[src/rtl/pipe_hazard_ctrl.sv]
// Pipeline hazard controller: stage enables/flushes for memory wait, taken
// redirect, load-use and fetch stalls, plus a saturating stall-cycle counter.
module pipe_hazard_ctrl (
    input  logic        clk,
    input  logic        rst,
    input  logic [4:0]  id_rs1,
    input  logic [4:0]  id_rs2,
    input  logic        id_useRs1,
    input  logic        id_useRs2,
    input  logic [4:0]  ex_rd,
    input  logic        ex_readMem,
    input  logic        ex_writeReg,
    input  logic        me_redirect,
    input  logic        me_memReq,
    input  logic        dmem_ack,
    input  logic        imem_valid,
    input  logic        stat_clr,
    output logic        pc_en,
    output logic        if_id_en,
    output logic        id_ex_en,
    output logic        ex_me_en,
    output logic        me_wb_en,
    output logic        if_id_flush,
    output logic        id_ex_flush,
    output logic        ex_me_flush,
    output logic [1:0]  state,
    output logic [15:0] stall_cnt
);

    localparam logic [1:0] ST_RUN      = 2'd0;
    localparam logic [1:0] ST_MEM_WAIT = 2'd1;
    localparam logic [1:0] ST_REDIRECT = 2'd2;

    logic [1:0]  r_state;
    logic [1:0]  w_state_next;
    logic [15:0] r_stall_cnt;

    logic        w_rs1_hit;
    logic        w_rs2_hit;
    logic        w_loaduse;
    logic        w_memwait;
    logic        w_redirect_evt;
    logic        w_ifetch;
    logic        w_stall;
    logic [4:0]  w_en;      // {pc, if_id, id_ex, ex_me, me_wb}
    logic [2:0]  w_flush;   // {if_id, id_ex, ex_me}

    always_comb begin
        w_rs1_hit      = id_useRs1 && (id_rs1 == ex_rd);
        w_rs2_hit      = id_useRs2 && (id_rs2 == ex_rd);
        w_loaduse      = ex_readMem && ex_writeReg && (ex_rd != 5'd0) && (w_rs1_hit || w_rs2_hit);
        // Once waiting, only the ack releases the pipeline, whatever me_memReq does.
        w_memwait      = (r_state == ST_MEM_WAIT) ? !dmem_ack : (me_memReq && !dmem_ack);
        w_redirect_evt = me_redirect && !w_memwait;
        w_ifetch       = !imem_valid;
    end

    always_comb begin
        w_en         = 5'b11111;
        w_flush      = 3'b000;
        w_state_next = ST_RUN;
        if (w_memwait) begin
            w_en         = 5'b00000;
            w_state_next = ST_MEM_WAIT;
        end else begin
            if (w_redirect_evt) begin
                w_flush      = 3'b111;
                w_state_next = ST_REDIRECT;
            end else if (w_loaduse) begin
                w_en[4]    = 1'b0;
                w_en[3]    = 1'b0;
                w_flush[1] = 1'b1;
            end else if (w_ifetch) begin
                w_en[4]    = 1'b0;
                w_flush[2] = 1'b1;
            end
            // The fetch in flight during the redirect cycle is from the wrong path.
            if (r_state == ST_REDIRECT) begin
                w_flush[2] = 1'b1;
            end
        end
        w_stall = !w_en[4] || !w_en[1];
    end

    always_ff @(posedge clk or posedge rst) begin
        if (rst) begin
            r_state <= ST_RUN;
        end else begin
            r_state <= w_state_next;
        end
    end

    always_ff @(posedge clk or posedge rst) begin
        if (rst) begin
            r_stall_cnt <= 16'd0;
        end else if (stat_clr) begin
            r_stall_cnt <= 16'd0;
        end else if (w_stall && (r_stall_cnt != 16'hFFFF)) begin
            r_stall_cnt <= r_stall_cnt + 16'd1;
        end
    end

    always_comb begin
        pc_en       = !rst && w_en[4];
        if_id_en    = !rst && w_en[3];
        id_ex_en    = !rst && w_en[2];
        ex_me_en    = !rst && w_en[1];
        me_wb_en    = !rst && w_en[0];
        if_id_flush = rst || w_flush[2];
        id_ex_flush = rst || w_flush[1];
        ex_me_flush = rst || w_flush[0];
        state       = r_state;
        stall_cnt   = r_stall_cnt;
    end

endmodule

[config.mk]
export PLATFORM = sky130hd
export DESIGN_NAME = pipe_hazard_ctrl
export DESIGN_NICKNAME = d
export VERILOG_FILES = /design/src/rtl/pipe_hazard_ctrl.sv
export SDC_FILE = /design/constraint.sdc
export NUM_CORES = 1
export LEC_CHECK = 0
export BUFFER_PORTS_ARGS = -buffer_cell sky130_fd_sc_hd__buf_2
export CORE_MARGIN = 1
export CORE_UTILIZATION = 28
export DETAILED_ROUTE_END_ITERATION = 16
export SYNTH_ARGS = -nofsm -noshare
export SYNTH_HDL_FRONTEND = slang
export SYNTH_SLANG_ARGS = --single-unit
[constraint.sdc]
create_clock -name clk -period 2.7 [get_ports clk]
set_clock_uncertainty 0.2 [all_clocks]
set_input_delay 0.135 -clock clk [delete_from_list [all_inputs] [get_ports clk]]
set_output_delay 0.135 -clock clk [all_outputs]
set_load 0.01 [all_outputs]
==> results of run 1 <==
==> kinds of logic (layout without fill, tap and decap cells) <==
group	count (synthesis)	in the layout	share of synthesized area
and+or+nand+nor	61	61	0.281
AOI/OAI and AO/OA	35	35	0.193
DFF	18	18	0.348
buffers and inverters	12	65	0.0571
xor gates and xnor gates	10	10	0.0678
muxes	4	4	0.0436
adders and majority gates	1	1	0.00968
==> path summary, 6_finish.rpt <==
| path | startpoint | endpoint |
|---|---|---|
| max reg2reg | stall_cnt[0] | stall_cnt[11] |
| max in group asynchronous | rst | stall_cnt[14] |
| min | me_memReq | state[0] |
| max | stall_cnt[0] | stall_cnt[11] |
| min in group asynchronous | rst | state[1] |
| min reg2reg | stall_cnt[14] | stall_cnt[14] |
==> cell type report <==
type / instances / area, um2
inverter: 4 / 15.0
tap: 52 / 65.1
timing repair buffer: 57 / 308
multi-input combinational: 111 / 769
fill: 475 / 2720
clock buffer: 4 / 55.1
sequential: 18 / 450
==> registers in the layout, indices dropped and copies added (netlist names) <==
signal	flops
stall_cnt	16
state	2
==> report_power, final <==
group / leakage [nW] / switching [W] / internal (W)
clock: 0.0288 / 0.0000884 / 0.000129
sequential: 0.247 / 0.00000529 / 0.000274
combinational: 0.459 / 0.0000641 / 0.0000542
total: 0.735 / 0.000158 / 0.000458
==> metal layers <==
layer  track usage  part of all wire  vias up
met5             0                 0        -
met4        0.0400            0.0059        0
met3        0.0289             0.044        2
met2         0.226              0.48       25
met1         0.179              0.47      577
li1              -                 -      632
==> through the flow <==
step	cells	hold slack, ps	area (um2)	utilization
detailed placement	239	3.01	1580	0.360
global placement	239	-2.76	1580	0.360
CTS	246	61.8	1660	0.379
finish	246	70.4	1660	0.379
floorplan	141	-121	1290	-
global route	246	81.4	1660	0.379
==> cells in the mapped netlist, drive strengths merged <==
cell type and number:
dfrtp 18, a21oi 15, nand3 12, or4 11, xnor2 10, o31ai 9, nand2 8, nor2 7
buf 6, nor2b 5, and3 4, inv 4, mux2 4, nor3 4, o21ai 3, clkbuf 2
nand2b 2, nand4 2, nor4 2, o21bai 2, or3 2, a21o 1, a221oi 1, and2 1
ha 1, o211ai 1, o21a 1, o22ai 1, o41ai 1, or2 1
==> worst max-delay path, cell delays in order (launching register included) <==
cell     delay [ps]
dfrtp_1         430
ha_1            260
nand3_1          90
nor2_1           60
and2_1          190
and3_2          350
or4_1           520
a21oi_1         160
==> repair_timing <==
| action | 4_1_cts | 5_1_grt |
|---|---|---|
| gates resized for setup | 0 | 1 |
| hold buffers | 3 | 0 |
| hold endpoints to repair | 20 | 0 |
| setup endpoints to repair | 0 | 3 |
==> out/qor.csv, run 1 <==
stage,metric,value,unit
placement,dpl ws,145,ps
setup_path,FF-to-FF setup slack,350,ps
setup_path,Worst Path Arrival,2330,ps
floorplanning,Core Region,4380,um2
sta,setup TNS,0,ps
placement,RePlAce Congestion,0.768,
sta,Finish-stage setup viols,0,
synthesis,sequential share of the synthesized area,0.348,
sta,FMAX,425,MHz
placement,PortBufs,51,
drt,DRT iter0 DRCs,37,
drt,DRT antenna net count,0,
drt,DR vias,1236,
run_status,status,finished clean,
cts,clk sink count,18,
sta,Final Hold Vio Count,0,
cts,CTS tree,done,
floorplanning,Top Ports,52,
synthesis,syn nets,168,
drt,total iterations of the first detailed-routing run,4,
setup_path,critical path endpoint category,register,
cts,H-tree depth,1,
grt,total global-route track usage,0.137,
cts,number of buffers created by CTS,3,
floorplanning,die area,4890,um2
cells_and_area,"commonest non-fill, non-tap cells in the layout","51 x buf_2, 18 x dfrtp_1, 13 x a21oi_1",
synthesis,Post-Synthesis Cells,141,
drt,final wirelength,3.06,mm
cts,Clock Pin Slew Worst Setup and Hold Paths,70,ps
sta,final worst slack,346,ps
hold_path,WHS Path Cells,4,
drt,WL per Instance,12.4,um
floorplanning,FP Rows,24,
cells_and_area,Final nets,222,
hold_path,Min-Delay Path Class,in2reg,
placement,post-DP HPWL,2.37,mm
floorplanning,Starting Density,0.295,
grt,pin count of the biggest net entering global routing,25,
grt,wire length of the first global-routing pass,5.49,mm
floorplanning,DIE HEIGHT,69.9,um
pwr,pwr/cell area,370,nW/um2
cts,CTS max path bufs,2,
setup_path,WS Path Type,reg2reg,
synthesis,number of synthesized register bits,18,
cts,Root Driver,clkbuf_8,
setup_path,worst endpoint required time,2670,ps
setup_path,CP Launch Type,register,
pwr,leakage power,0.735,nW
synthesis,Mapped Area,1290,um2
pwr,peak supply drop,0.146,mV
cts,Post-CTS Setup Inserts,0,
floorplanning,Die Width,69.9,um
sta,crit path time final,2350,ps
grt,GRT overflow,0,
sta,slew at the pin closest to its max-slew limit,425,ps
grt,number of global-route vias before repair,1223,
cells_and_area,"most common cell after layout, fill and taps aside",buf_2,
synthesis,post-synthesis cell type count,41,
synthesis,Syn Area/Cell,9.17,um2
setup_path,crit-path max FO,24,
synthesis,ranking of synthesized cells by area,"dfrtp_1 35%, xnor2_1 6.8%, or4_1 6.4%, o31ai_1 5.2%, a21oi_1 5.0%",
cells_and_area,P&R area growth vs syn,28.7,%
synthesis,Syn. warnings,0,
sta,max_slew headroom,0.716,
pwr,Pwr Total,0.000616,W
job,maxcap violations,0,
sta,RSZ-0062 raised after global routing,false,
grt,antenna violations before repair,0,
sta,Final Cycle Share,0.872,
sta,Final Max Slew Viols,0,
drt,Vias/cell,5.02,
setup_path,reg2reg path depth,7,
cts,worst-skew pair later-pin latency,250,ps
synthesis,Synth top area share,0.348,
cells_and_area,antenna fix cells,0,
synthesis,largest area contributor in the netlist,dfrtp_1,
drt,# DRC,0,
cells_and_area,share of cells above drive strength 1,0.381,
Note: power is estimated with default switching activity, not from simulation.
==> run 2, diff against run 1 <==
--- a/config.mk
+++ b/config.mk
@@ -5,10 +5,10 @@
 export SDC_FILE = /design/constraint.sdc
 export NUM_CORES = 1
 export LEC_CHECK = 0
-export BUFFER_PORTS_ARGS = -buffer_cell sky130_fd_sc_hd__buf_2
 export CORE_MARGIN = 1
 export CORE_UTILIZATION = 28
 export DETAILED_ROUTE_END_ITERATION = 16
+export DONT_BUFFER_PORTS = 1
 export SYNTH_ARGS = -nofsm -noshare
 export SYNTH_HDL_FRONTEND = slang
 export SYNTH_SLANG_ARGS = --single-unit
==> run 2 against run 1 <==
Net effect: die area is the same; combinational power shrank 25%; global-route usage shrank 0.76 points; highest routed layer unchanged; via count shrank 8.1%; worst hold slack lost 16 ps; count of clock-buffer cells in the layout is the same; sequential share of layout area grew 4.5 points; utilization shrank 5.4 points.
==> out/qor.csv, run 2 (synthesized netlist as in run 1, its figures left out) <==
stage,metric,value,unit
drt,WL per Instance,15.8,um
sta,Final Hold Vio Count,0,
pwr,Pint,0.000440,W
setup_path,critical path endpoint category,register,
drt,DRT iter0 DRCs,48,
drt,total iterations of the first detailed-routing run,4,
cells_and_area,max FFs per register,16,
cts,H-tree depth,1,
floorplanning,DIE HEIGHT,69.9,um
grt,pin count of the biggest net entering global routing,27,
pwr,peak supply drop,0.139,mV
cells_and_area,antenna fix cells,0,
cells_and_area,Final nets,173,
cells_and_area,P&R area growth vs syn,10.5,%
setup_path,"Cell Chain, Critical Path",nand3_2 -> nor2_1 -> and2_1 -> and3_2 -> nor4_2 -> mux2_4,
floorplanning,Core Region,4380,um2
run_status,status,finished clean,
sta,RSZ-0062 raised after global routing,false,
setup_path,FF-to-FF setup slack,370,ps
cells_and_area,"most common cell after layout, fill and taps aside",dfrtp_1,
setup_path,worst endpoint required time,2640,ps
cts,worst-skew pair later-pin latency,260,ps
setup_path,worst r2r src,stall_cnt[2],
placement,post-DP HPWL,2.32,mm
drt,top layer in use,met4,
setup_path,CP Launch Type,register,
setup_path,worst r2r dst,stall_cnt[5],
hold_path,Hold Startpoint,me_memReq,
cts,Clock Pin Slew Worst Setup and Hold Paths,70,ps
pwr,leakage power,0.517,nW
cells_and_area,fill count,447,
drt,final wirelength,3.11,mm
pwr,Sw Pwr,0.000148,W
grt,GRT overflow,0,
cts,CTS max path bufs,2,
pwr,Clk pwr share,0.375,
drt,DRT antenna net count,0,
setup_path,reg2reg path depth,6,
pwr,Seq pwr share,0.475,
cts,CTS tree,done,
grt,wire length of the first global-routing pass,5.00,mm
hold_path,Min-Delay Path Class,in2reg,
sta,Finish-stage setup viols,0,
drt,M1 WL,1.25,mm
sta,final worst slack,366,ps
cells_and_area,share of cells above drive strength 1,0.159,
floorplanning,Starting Density,0.295,
pwr,pwr/cell area,412,nW/um2
placement,dpl ws,156,ps
setup_path,crit-path max FO,24,
hold_path,WHS Path Cells,3,
setup_path,CP max stage delay,510,ps
setup_path,slowest cell on the critical path,dfrtp_1,
sta,Final Max Slew Viols,0,
grt,number of global-route vias before repair,1082,
job,maxcap violations,0,
pwr,Comb pwr share,0.150,
cells_and_area,"commonest non-fill, non-tap cells in the layout","18 x dfrtp_1, 13 x a21oi_1, 11 x nand3_1, 11 x or4_1, 10 x xnor2_1",
cts,Root Driver,clkbuf_8,
sta,FMAX,428,MHz
sta,setup TNS,0,ps
drt,Vias/cell,5.77,
setup_path,WS Path Type,reg2reg,
drt,met3 WL post-DR,254,um
floorplanning,Die Width,69.9,um
cts,clk sink count,18,
sta,crit path time final,2330,ps
hold_path,Hold EP,state[1],
drt,# DRC,0,
drt,met2 WL,1.55,mm
drt,DR vias,1136,
setup_path,Worst Path Arrival,2280,ps
floorplanning,FP Rows,24,
cells_and_area,"Core Util, Final",0.326,
sta,max_slew headroom,0.536,
cts,number of buffers created by CTS,3,
placement,PortBufs,0,
placement,RePlAce Congestion,0.766,
sta,Final Cycle Share,0.865,
floorplanning,Top Ports,52,
floorplanning,die area,4890,um2
grt,total global-route track usage,0.129,
sta,slew at the pin closest to its max-slew limit,694,ps
grt,antenna violations before repair,0,
pwr,switching fraction of total power,0.251,
-- run 2: per-stage QoR --
stage	instances	hold WS [ps]	total power (W)	area, um2
finish	197	54.6	0.000588	1430
global route	197	107	0.000620	1430
CTS	197	60.2	0.000597	1430
detailed placement	188	-133	0.000363	1320
global placement	188	-138	0.000360	1320
floorplan	141	-121	0.000359	1290
-- run 2: worst max-delay path, delay by kind of cell (launching register included) --
family / cells / cell delay [ps]
flip-flops: 1 / 510
AND/OR/NAND/NOR: 5 / 1180
multiplexers: 1 / 320
-- run 2: layer usage --
layer / GRT usage / vias to the layer above
li1: - / 530
met1: 0.139 / 563
met2: 0.223 / 38
met3: 0.0462 / 5
met4: 0.0644 / 0
met5: 0 / -
-- run 2: layout make-up --
class,instances,area [um2],share of cell area
multi-input combinational,111,769,0.539
timing repair buffer,8,72.6,0.0508
sequential,18,450,0.316
inverter,4,15.0,0.0105
clock buffer,4,55.1,0.0386
tap,52,65.1,0.0456
-- run 2: power by group through the flow --
stage	clock [W]	combinational, W	sequential, W
finish	0.000221	0.0000882	0.000280
global route	0.000242	0.0000978	0.000280
CTS	0.000229	0.0000892	0.000279
detailed placement	0	0.0000787	0.000285
global placement	0	0.0000762	0.000284
floorplan	0	0.0000719	0.000287
-- run 2: worst max-delay path by stage --
stage                            start           end  cells after the start
after floorplan           stall_cnt[0]  stall_cnt[5]                      8
after global placement    stall_cnt[2]  stall_cnt[5]                      6
after detailed placement  stall_cnt[2]  stall_cnt[5]                      6
after CTS                 stall_cnt[2]  stall_cnt[5]                      6
after global routing      stall_cnt[2]  stall_cnt[5]                      6
final                     stall_cnt[2]  stall_cnt[5]                      6
-- run 2: what timing repair did --
| action | in CTS | in global routing |
|---|---|---|
| buffers inserted | 0 | 0 |
| hold buffers | 5 | 0 |
| endpoints found under the setup margin | 0 | 3 |
| gates resized for setup | 0 | 1 |
| endpoints found under the hold margin | 36 | 0 |
==> run 3, diff against run 2 <==
--- a/config.mk
+++ b/config.mk
@@ -5,10 +5,12 @@
 export SDC_FILE = /design/constraint.sdc
 export NUM_CORES = 1
 export LEC_CHECK = 0
+export ABC_AREA = 1
 export CORE_MARGIN = 1
 export CORE_UTILIZATION = 28
 export DETAILED_ROUTE_END_ITERATION = 16
 export DONT_BUFFER_PORTS = 1
+export PLACE_DENSITY_LB_ADDON = 0.25
 export SYNTH_ARGS = -nofsm -noshare
 export SYNTH_HDL_FRONTEND = slang
 export SYNTH_SLANG_ARGS = --single-unit
==> constraint.sdc (replaced) <==
create_clock -name clk -period 2.5 [get_ports clk]
set_clock_uncertainty 0.2 [all_clocks]
set_input_delay 0.125 -clock clk [delete_from_list [all_inputs] [get_ports clk]]
set_output_delay 0.125 -clock clk [all_outputs]
set_load 0.01 [all_outputs]
==> run 3 against run 2 <==
Net effect: register-to-register slack worse by 60 ps; combinational power is 17% higher; critical path type unchanged; critical path depth increased by 3; highest routed layer unchanged; area after synthesis up 17%; via count grew 21%; global-route usage grew 1.6 points; first-iteration DRC count rose by 35%; sequential power rose by 9.6%; power increased by 4.7%.
==> out/qor.csv, run 3 <==
stage,metric,value,unit
cts,number of buffers created by CTS,3,
drt,Vias/cell,4.55,
synthesis,Synth top area share,0.298,
sta,Final Hold Vio Count,0,
sta,Final Max Slew Viols,0,
sta,FMAX,455,MHz
hold_path,Hold Startpoint,me_memReq,
cts,clk sink count,18,
synthesis,syn nets,257,
cts,CTS resizes,0,
cts,H-tree depth,1,
pwr,peak supply drop,0.148,mV
drt,total iterations of the first detailed-routing run,4,
cells_and_area,share of cells above drive strength 1,0.112,
cts,Root Driver,clkbuf_8,
placement,PortBufs,0,
cells_and_area,P&R area growth vs syn,10.1,%
cells_and_area,antenna fix cells,0,
setup_path,WS Path Type,reg2reg,
synthesis,number of synthesized register bits,18,
hold_path,Min-Delay Path Class,in2reg,
cells_and_area,fill count,565,
cts,Post-CTS Setup Inserts,0,
floorplanning,FP Rows,26,
drt,# DRC,0,
sta,Final Cycle Share,0.879,
setup_path,crit-path max FO,17,
pwr,leakage power,0.945,nW
cells_and_area,"most common cell after layout, fill and taps aside",nand2_1,
pwr,Pwr Total,0.000616,W
floorplanning,Starting Density,0.293,
synthesis,Mapped Area,1510,um2
floorplanning,DIE HEIGHT,75.5,um
placement,post-DP HPWL,2.80,mm
sta,crit path time final,2200,ps
hold_path,WHS Path Cells,5,
setup_path,CP startpoint,stall_cnt[0],
synthesis,most common cell in the netlist,nand2_1,
cts,Clock Pin Slew Worst Setup and Hold Paths,70,ps
sta,Finish-stage setup viols,0,
run_status,status,finished clean,
cts,CTS max path bufs,2,
floorplanning,die area,5700,um2
pwr,pwr/cell area,370,nW/um2
sta,max_slew headroom,0.594,
setup_path,worst endpoint required time,2500,ps
drt,WL per Instance,12.2,um
grt,wire length of the first global-routing pass,6.33,mm
synthesis,Syn. warnings,0,
cts,CTS tree,done,
setup_path,critical path endpoint category,register,
cells_and_area,"commonest non-fill, non-tap cells in the layout","66 x nand2_1, 29 x inv_1, 26 x nand3_1",
synthesis,Post-Synthesis Cells,230,
grt,GRT overflow,0,
placement,RePlAce Congestion,0.787,
floorplanning,Top Ports,52,
setup_path,reg2reg path depth,9,
job,maxcap violations,0,
cts,worst-skew pair later-pin latency,250,ps
setup_path,Worst Path Arrival,2190,ps
synthesis,sequential share of the synthesized area,0.298,
synthesis,Synth top cells by count,"66 x nand2_1, 29 x inv_1, 26 x nand3_1, 23 x nor2_1, 19 x nand4_1",
grt,number of global-route vias before repair,1348,
sta,setup TNS,0,ps
synthesis,Syn Area/Cell,6.58,um2
drt,DR vias,1379,
grt,antenna violations before repair,0,
synthesis,ys flop type,dfrtp_1,
synthesis,ranking of synthesized cells by area,"dfrtp_1 30%, nand2_1 16%, nand3_1 8.6%, nand4_1 7.9%, inv_1 7.2%",
setup_path,worst r2r src,stall_cnt[0],
cells_and_area,max FFs per register,16,
synthesis,number of flops mapped to enable cells by yosys,0,
grt,total global-route track usage,0.145,
synthesis,largest area contributor in the netlist,dfrtp_1,
drt,final wirelength,3.69,mm
drt,DRT iter0 DRCs,65,
grt,pin count of the biggest net entering global routing,19,
synthesis,Async SR Flop Fraction,1.00,
floorplanning,Die Width,75.5,um
sta,RSZ-0062 raised after global routing,false,
sta,slew at the pin closest to its max-slew limit,607,ps
cells_and_area,Final nets,262,
drt,DRT antenna net count,0,
setup_path,CP Launch Type,register,
synthesis,post-synthesis cell type count,28,
floorplanning,Core Region,5170,um2
run 3: changes by cell type in the layout (fill, tap and decap cells not counted), sizes merged, moves of 4 or more:
cell / change
mux2: -4
xor2: +10
xnor2: -8
and3: -4
nor2b: -5
nand4: +18
inv: +33
nor2: +17
o31ai: -9
nand2: +63
nand3: +15
or4: -11
a21oi: -12
run 3: path summary, 6_finish.rpt:
kind / to / slack (ps)
max in group asynchronous: stall_cnt[12] / 1480
min: state[1] / 50
max reg2reg: stall_cnt[2] / 300
max: stall_cnt[2] / 300
min reg2reg: stall_cnt[15] / 460
min in group asynchronous: stall_cnt[2] / 120
run 3: layout make-up:
cell class / count / area [um2] / share of cell area
inverters: 37 / 139 / 0.0833
well taps: 70 / 87.6 / 0.0526
flip-flops and latches: 18 / 450 / 0.270
clock buffers: 3 / 41.3 / 0.0248
multi-input cells: 166 / 871 / 0.523
repair buffers: 9 / 77.6 / 0.0465
run 3: metal layers:
layer	vias to the layer above	routed length, um	global-route usage
li1	735	-	-
met1	606	1840	0.202
met2	33	1640	0.229
met3	5	152	0.0265
met4	0	50	0.0432
met5	-	0	0
run 3: repair_timing:
item	in CTS	in global routing
endpoints found under the hold margin	20	0
hold buffers	4	0
endpoints found under the setup margin	0	0
run 3: critical path: stages (launching register included):
cell and delay, ps:
dfrtp_1 480, ha_1 250, nand2_2 90, nor2_4 140, nand2_2 80, nor3_4 140
nand4_4 280, nand2_4 300, nand3_1 100, nand2_1 70
run 3: stage by stage:
step,area [um2],instances,util,setup slack [ps],hold WS [ps]
finish,1670,303,0.322,303,48.0
detailed placement,1590,296,0.306,291,-163
CTS,1670,303,0.322,275,45.1
global placement,1590,296,0.306,333,-164
global route,1670,303,0.322,63.5,82.7
floorplan,1510,230,-,609,-120
run 3: logic make-up after synthesis:
family                   share of synthesized area
AO/OA/AOI/OAI                               0.0322
flip-flops                                   0.298
XOR/XNOR                                    0.0694
buffers and inverters                        0.127
adder cells (fa/ha/maj)                    0.00826
AND/OR/NAND/NOR                              0.465
run 3: power by group:
part	internal [W]	switching, W
Clock	0.000107	0.0000989
Sequential	0.000297	0.0000106
Combinational	0.0000325	0.0000702
Total	0.000436	0.000180
